<file path="config.mk">
export PLATFORM = sky130hd
export DESIGN_NAME = kicp_mem_responder
export DESIGN_NICKNAME = d
export VERILOG_FILES = /design/src/rtl/kicp_mem_responder.sv
export SDC_FILE = /design/constraint.sdc
export NUM_CORES = 1
export LEC_CHECK = 0
export ABC_AREA = 0
export BUFFER_PORTS_ARGS = -buffer_cell sky130_fd_sc_hd__buf_2
export CAP_MARGIN = 20
export CORE_MARGIN = 2
export CORE_UTILIZATION = 29
export CTS_BUF_LIST = sky130_fd_sc_hd__clkbuf_8
export DETAILED_ROUTE_END_ITERATION = 8
export HOLD_SLACK_MARGIN = 0.03
export SETUP_SLACK_MARGIN = 0.05
export SLEW_MARGIN = 20
export SYNTH_ARGS = -nofsm -noshare
export SYNTH_HDL_FRONTEND = slang
export SYNTH_SLANG_ARGS = --single-unit
</file>
<file path="constraint.sdc">
create_clock -name clk -period 4.3 [get_ports clk]
set_input_delay 0.645 -clock clk [delete_from_list [all_inputs] [get_ports clk]]
set_output_delay 0.645 -clock clk [all_outputs]
set_load 0.02 [all_outputs]
</file>
<file path="src/rtl/kicp_mem_responder.sv">
// kicp_mem_responder: turns single-word read/write requests from one
// accelerator master into one-cycle strobes for a single-port SRAM macro,
// returns read data with a one-cycle mem_opdone pulse, and records illegal
// requests in a sticky error flag. All outputs are registered.

`ifndef KICP_SRAM_AWIDTH
`define KICP_SRAM_AWIDTH 8
`endif

module kicp_mem_responder #(
    parameter int AWIDTH       = `KICP_SRAM_AWIDTH,
    parameter int MEM_WORDS    = 256,
    parameter int SRAM_LATENCY = 1
) (
    input  logic              clk,
    input  logic              reset_n,
    input  logic [1:0]        mem_operation,
    input  logic [AWIDTH-1:0] addr_i,
    input  logic [31:0]       data_i,
    output logic [31:0]       data_o,
    output logic              mem_opdone,
    output logic              err_o,
    input  logic              err_clr,
    output logic              sram_csb,
    output logic              sram_web,
    output logic [3:0]        sram_wmask,
    output logic [AWIDTH-1:0] sram_addr,
    output logic [31:0]       sram_din,
    input  logic [31:0]       sram_dout
);

    typedef enum logic [2:0] {IDLE, ACCESS, WAIT, RESP, GAP} state_t;

    // Wide enough that neither the address nor MEM_WORDS can wrap in the compare.
    localparam int CMP_W = AWIDTH + 33;
    typedef logic [CMP_W-1:0] cmp_t;
    localparam logic [2:0] LAT_LOAD = 3'(SRAM_LATENCY - 1);

    state_t            state, state_next;
    logic              write_reg, write_next;   // latched request is a write (op 11)
    logic              bad_reg, bad_next;       // latched request is illegal
    logic [2:0]        cnt_reg, cnt_next;
    logic [31:0]       data_next;
    logic              opdone_next;
    logic              err_next;
    logic              csb_next, web_next;
    logic [3:0]        wmask_next;
    logic [AWIDTH-1:0] addr_next;
    logic [31:0]       din_next;

    logic in_range;
    logic req_legal;

    // Only op 01 and 11 (bit 0 set) to an implemented word are legal.
    assign in_range  = cmp_t'(addr_i) < cmp_t'(MEM_WORDS);
    assign req_legal = in_range && mem_operation[0];

    // Next-state and next-output decode; every register holds unless changed.
    always_comb begin
        state_next  = state;
        write_next  = write_reg;
        bad_next    = bad_reg;
        cnt_next    = cnt_reg;
        data_next   = data_o;
        opdone_next = 1'b0;
        err_next    = err_clr ? 1'b0 : err_o;
        csb_next    = sram_csb;
        web_next    = sram_web;
        wmask_next  = sram_wmask;
        addr_next   = sram_addr;
        din_next    = sram_din;
        case (state)
            IDLE: begin
                if (mem_operation != 2'b00) begin
                    state_next = ACCESS;
                    write_next = (mem_operation == 2'b11);
                    bad_next   = !req_legal;
                    if (req_legal) begin
                        csb_next  = 1'b0;
                        addr_next = addr_i;
                        if (mem_operation == 2'b11) begin
                            web_next   = 1'b0;
                            din_next   = data_i;
                            wmask_next = 4'hF;
                        end
                    end else begin
                        // A new error overrides a simultaneous clear.
                        err_next = 1'b1;
                    end
                end
            end
            ACCESS: begin
                csb_next   = 1'b1;
                web_next   = 1'b1;
                wmask_next = 4'h0;
                if (bad_reg || write_reg) begin
                    state_next  = RESP;
                    opdone_next = 1'b1;
                    // Illegal reads (out-of-range 01, reserved 10) return zero.
                    if (bad_reg && !write_reg) begin
                        data_next = '0;
                    end
                end else begin
                    state_next = WAIT;
                    cnt_next   = LAT_LOAD;
                end
            end
            WAIT: begin
                if (cnt_reg == 3'd0) begin
                    data_next   = sram_dout;
                    opdone_next = 1'b1;
                    state_next  = RESP;
                end else begin
                    cnt_next = cnt_reg - 3'd1;
                end
            end
            RESP:    state_next = GAP;
            GAP:     state_next = IDLE;
            default: state_next = IDLE;
        endcase
    end

    // State and output registers; reset forces an idle, strobe-free SRAM side.
    always_ff @(posedge clk or negedge reset_n) begin
        if (!reset_n) begin
            state      <= IDLE;
            write_reg  <= 1'b0;
            bad_reg    <= 1'b0;
            cnt_reg    <= 3'd0;
            data_o     <= '0;
            mem_opdone <= 1'b0;
            err_o      <= 1'b0;
            sram_csb   <= 1'b1;
            sram_web   <= 1'b1;
            sram_wmask <= 4'h0;
            sram_addr  <= '0;
            sram_din   <= '0;
        end else begin
            state      <= state_next;
            write_reg  <= write_next;
            bad_reg    <= bad_next;
            cnt_reg    <= cnt_next;
            data_o     <= data_next;
            mem_opdone <= opdone_next;
            err_o      <= err_next;
            sram_csb   <= csb_next;
            sram_web   <= web_next;
            sram_wmask <= wmask_next;
            sram_addr  <= addr_next;
            sram_din   <= din_next;
        end
    end

endmodule

</file>
# After elaboration in Yosys (flattened, before gate mapping)
# Cells that the tools add are included.
# Widths: inputs -> output; s select.
[word_totals]
regBits = 88
inputBits = 77
out_inout_bits = 80
elab_cells = 71
[classes]
addsub = 1
n_eq_ne = 12
muxes = 29
n_reduce_logical = 17
[ops]
columns = ["cell", "n"]
rows = [
  ["$mux 32", 3],
  ["$pmux 32 s2", 1],
  ["$ne 2x2->1 const B", 8],
  ["$mux 1", 12],
  ["$mux 3", 4],
  ["$mux 4", 3],
  ["$pmux 3 s4", 1],
  ["$reduce_and 4->1", 3],
  ["$reduce_and 3->1", 3],
  ["$pmux 4 s2", 1],
  ["$eq 3x2->1 const B", 2],
  ["$logic_not 3->1", 2],
  ["$pmux 1 s2", 3],
  ["$pmux 3 s2", 1],
  ["$reduce_bool 2->1", 3],
  ["$reduce_and 2->1", 2],
  ["$eq 3x1->1 const B", 1],
  ["$sub 3x1->3 const B", 1],
  ["$eq 2x2->1 const B", 1],
  ["$logic_not 1->1", 2],
  ["$logic_and 1x1->1", 1],
  ["$logic_or 1x1->1", 1],
]

# Longest topological paths before layout
[logic_depth]
depth_word = 5
depth_mapped = 7

# Worst setup path before layout
# No wires, ideal clock.
[synth_timing]
kind = "reg2reg"
start = "reg state[1]"
end = "reg sram_din[0]"
arrival_time_ps = 1496
required_time_ps = 4175
path_slack_ps = 2679
stages_incl_launch_ff = 7
n_path_buf = 3
cell_sequence = "dfrtp_1 -> buf_4 -> nor3_2 -> and3_1 -> buf_4 -> buf_8 -> mux2_4"
[synth_via]
elab_chain_cells = 2
[synth_rtl]
columns = ["item", "line", "rtl"]
rows = [
  ["from (decl)", "39", "state_t state, state_next;"],
  ["from (signal assigned)", "139", "state <= state_next;"],
  ["$logic_not 3->1", "72", "case (state)"],
  ["$reduce_and 4->1 (no source line)", "n/a", ""],
  ["to (signal assigned)", "150", "sram_din <= din_next;"],
  ["to (decl)", "28", "output logic [31:0] sram_din,"],
]
# No other way between the ends.
# A chain may end at the register's enable or synchronous reset.

# Final worst setup path
[layout_timing]
start = "reg state[1]"
end = "reg sram_din[19]"
# Same word-level chain as after synthesis.

==> flow_results.org <==
** Detailed routing
- The routed design has 7710 um of wire.
- After detailed routing, the number of remaining DRC violations is 0.
- The pre-antenna-repair detailed-routing pass consisted of 4 iterations.
- The routed layout has 2543 vias.
- Using the TritonRoute via totals, the vias-per-cell ratio works out to 4.12.
- In this run the remaining antenna-violating nets after routing total 0.
- After the first detailed-routing iteration, the DRC count stood at 81.
- Dividing the detail-routed wire length by the instance count gives 12.5 um.

** Final layout
- Final #Nets :: 519
- The finished cells cover 4770 sq um.
- 0 antenna diodes ended up in the layout.
- Fill cells in the final layout number 1261.
- Most common cell after layout, fill and taps aside :: sky130_fd_sc_hd__buf_2
- The top cell types in the final layout, fill and taps aside, are sky130_fd_sc_hd__buf_2 (155), sky130_fd_sc_hd__dfrtp_1 (83), sky130_fd_sc_hd__inv_1 (40).
- Layout cells sized above 1 :: 0.488
- Largest registers in the final layout :: data_o: 32 flops, sram_din: 32 flops, sram_addr: 8 flops
- For this run, the number of standard cells in the final layout without fillers is 617.
- Relative to the synthesized area, the layout overhead comes to 27.2%.

** Worst setup path
- Tracing the worst setup path back leads to its startpoint at state[1].
- The startpoint identified for the worst register-to-register timing path is state[1].
- Data required time at the worst endpoint :: 4550 ps
- Highest fanout seen on the critical path :: 33
- STA puts the critical path data arrival time at 2480 ps.
- Worst Setup Start Kind :: register
- The critical path in this run is classified as register to register.
- STA classifies the critical path endpoint as a register.

** Clock network
- H-tree Lvls :: 3
- After clock tree synthesis, the repair step resized 0 gates.
- The clock net in this run drives a total of 85 sinks.
- Clk_lat worst skew :: 360 ps
- TritonCTS built the clock tree.
- Number of hold-repair buffers added at the cts stage :: 0
- Setup fix buffers added after clock tree synthesis :: 0
- Register clock-pin slew on the reported worst setup and hold paths :: 80 ps
- Counting along the longest clock path gives a buffer depth of 2.
- Cell at the root of the clock tree :: sky130_fd_sc_hd__clkbuf_8
- CTS Buf Count :: 9

** Run status
- The run finished with clean final reports.

** Placement
- I/O Buffers :: 156
- Summing all placed instances gives a cell area of 4580 sq um.
- Post-placement cell count :: 601
- At the end of routability-driven placement, the weighted congestion stood at 0.792.
- Detailed Place HPWL :: 5390 um

** Synth
- The most used flip-flop cell after synthesis is sky130_fd_sc_hd__dfrtp_1.
- The number of different library cells used by synthesis comes to 36.
- For this run, the number of Yosys warnings is 0.
- Ys async rst share :: 1.00
- Synthesis produced 289 cells.
- The share of the Yosys chip area taken by registers is 0.568.
- Counting flops and latches in the post-synthesis netlist gives 85.
- Net count after synthesis :: 368
- In this run the mean area of a mapped cell was 13.0 sq um.
- The synthesized design contains 0 enable-type register cells.
- Total standard cell area after synthesis :: 3750 sq um

** Timing
- Setup repair after global routing missed its margin :: false
- Setup violations remaining at the end of the flow were counted as 0.
- Worst Max-Slew Pin Slew :: 1000 ps
- For the final database, setup skew stands at 6.05 ps.
- The number of max-slew violations in the final report came to 0.
- Summed over all failing endpoints, the final setup total negative slack is 0 ps.
- Top achievable clock speed :: 448 MHz
- Measured against its own limit, the worst slew margin works out to 0.331.
- Final Cycle Share :: 0.519
- After layout, the minimum clock period comes to 2230 ps.
- The total count of hold-check failures in the final report was 0.

** Global routing
- Number of global-route vias before repair :: 2606
- Global-route wire length before repair :: 13000 um
- For this run, the total global-route usage over all layers was measured as 0.118.
- Maximum number of pins on one net before global-route repair :: 86
- The initial antenna violation count is 1.
- For this run the aggregate overflow at the end of global routing stands at 0.

** Hold path
- Type of the worst min-delay path :: input pin to async pin

** Floorplan
- Area of the die :: 13900 sq um
- Core region area :: 12600 sq um
- DIE HEIGHT :: 118 um
- Starting utilization of the core area :: 0.297
- Row generation in the floorplan step produced 41 rows.
- Die width :: 118 um
- For this design the top-level I/O count stands at 157.

** Run
- Number of max-capacitance violations reported :: 0

** Power and ir drop
- For this design the static power due to leakage is 2.43 nW.
- Peak supply drop :: 0.000283 V
- Power density relative to cell area :: 731 nW/um^2
## layout make-up
cell class / instances / area, sq um / share of cell area
clock buffer: 11 / 151 / 0.0317
clock inverter: 5 / 26.3 / 0.00550
inverter: 39 / 146 / 0.0307
multi-input combinational: 148 / 1310 / 0.275
sequential: 85 / 2130 / 0.446
tap: 172 / 215 / 0.0451
timing repair buffer: 157 / 795 / 0.166
## cells in the mapped netlist, types with 3 or more instances
| cell | instances | area share |
|---|---|---|
| sky130_fd_sc_hd__mux2_2 | 8 | 0.024 |
| sky130_fd_sc_hd__buf_4 | 5 | 0.010 |
| sky130_fd_sc_hd__inv_1 | 39 | 0.039 |
| sky130_fd_sc_hd__dfrtp_1 | 83 | 0.55 |
| sky130_fd_sc_hd__buf_12 | 3 | 0.016 |
| sky130_fd_sc_hd__mux2_1 | 3 | 0.0090 |
| sky130_fd_sc_hd__buf_8 | 3 | 0.012 |
| sky130_fd_sc_hd__mux2i_1 | 32 | 0.085 |
| sky130_fd_sc_hd__buf_2 | 3 | 0.0040 |
| sky130_fd_sc_hd__a21oi_1 | 5 | 0.0067 |
| sky130_fd_sc_hd__nand2_1 | 39 | 0.039 |
| sky130_fd_sc_hd__o21ai_0 | 3 | 0.0040 |
| sky130_fd_sc_hd__mux2_4 | 29 | 0.12 |
| sky130_fd_sc_hd__a21o_1 | 3 | 0.0060 |
## final timing paths
kind | endpoint | slack (ps) | depth (start not counted)
worst min register to register | cnt_reg[0] | 480 | 1
min in group clk | err_o | 480 | 2
worst max register to register | sram_din[19] | 2070 | 3
max in group asynchronous | data_o[13] | 3430 | 1
worst max-delay path | sram_din[19] | 2070 | 3
worst min-delay path | sram_addr[4] | 310 | 1
## report_power, final
group / switching [mW] / total, mW / internal [mW]
Sequential: 0.203 / 1.33 / 1.13
Clock: 0.280 / 0.516 / 0.236
Combinational: 0.911 / 1.64 / 0.729
Total: 1.39 / 3.49 / 2.10
## cell families (layout without fill, tap and decap cells)
logic type,Yosys count,after routing,synth area share
AOI/OAI and AO/OA,18,18,0.0317
adders and majority gates,2,2,0.00667
buffers and inverters,56,212,0.0860
DFF,85,85,0.568
muxes,72,72,0.234
and+or+nand+nor,56,56,0.0737
## worst max-delay path, cell delays in order (launching register included)
cell                      delay, ps
sky130_fd_sc_hd__dfrtp_1        490
sky130_fd_sc_hd__nor3_2         330
sky130_fd_sc_hd__and3_2         900
sky130_fd_sc_hd__mux2_1         380
## metal layers
layer / global-route usage / vias to the layer above / wire [um]
li1: - / 1233 / -
met1: 0.153 / 1192 / 3540
met2: 0.174 / 106 / 3380
met3: 0.0388 / 12 / 606
met4: 0.0625 / 0 / 183
met5: 0 / - / 0
## per-stage QoR
step                setup slack (ps)  hold WS (ps)  utilization  total power, mW
finish                          2070           314        0.378             3.49
global placement                2100           464        0.363             2.98
CTS                             2020           445        0.377             3.55
detailed placement              2010           471        0.363             3.01
global route                    1910           376        0.378             3.74
floorplan                       2680           349            -             2.62
Note: power is estimated with default switching activity, not from simulation.
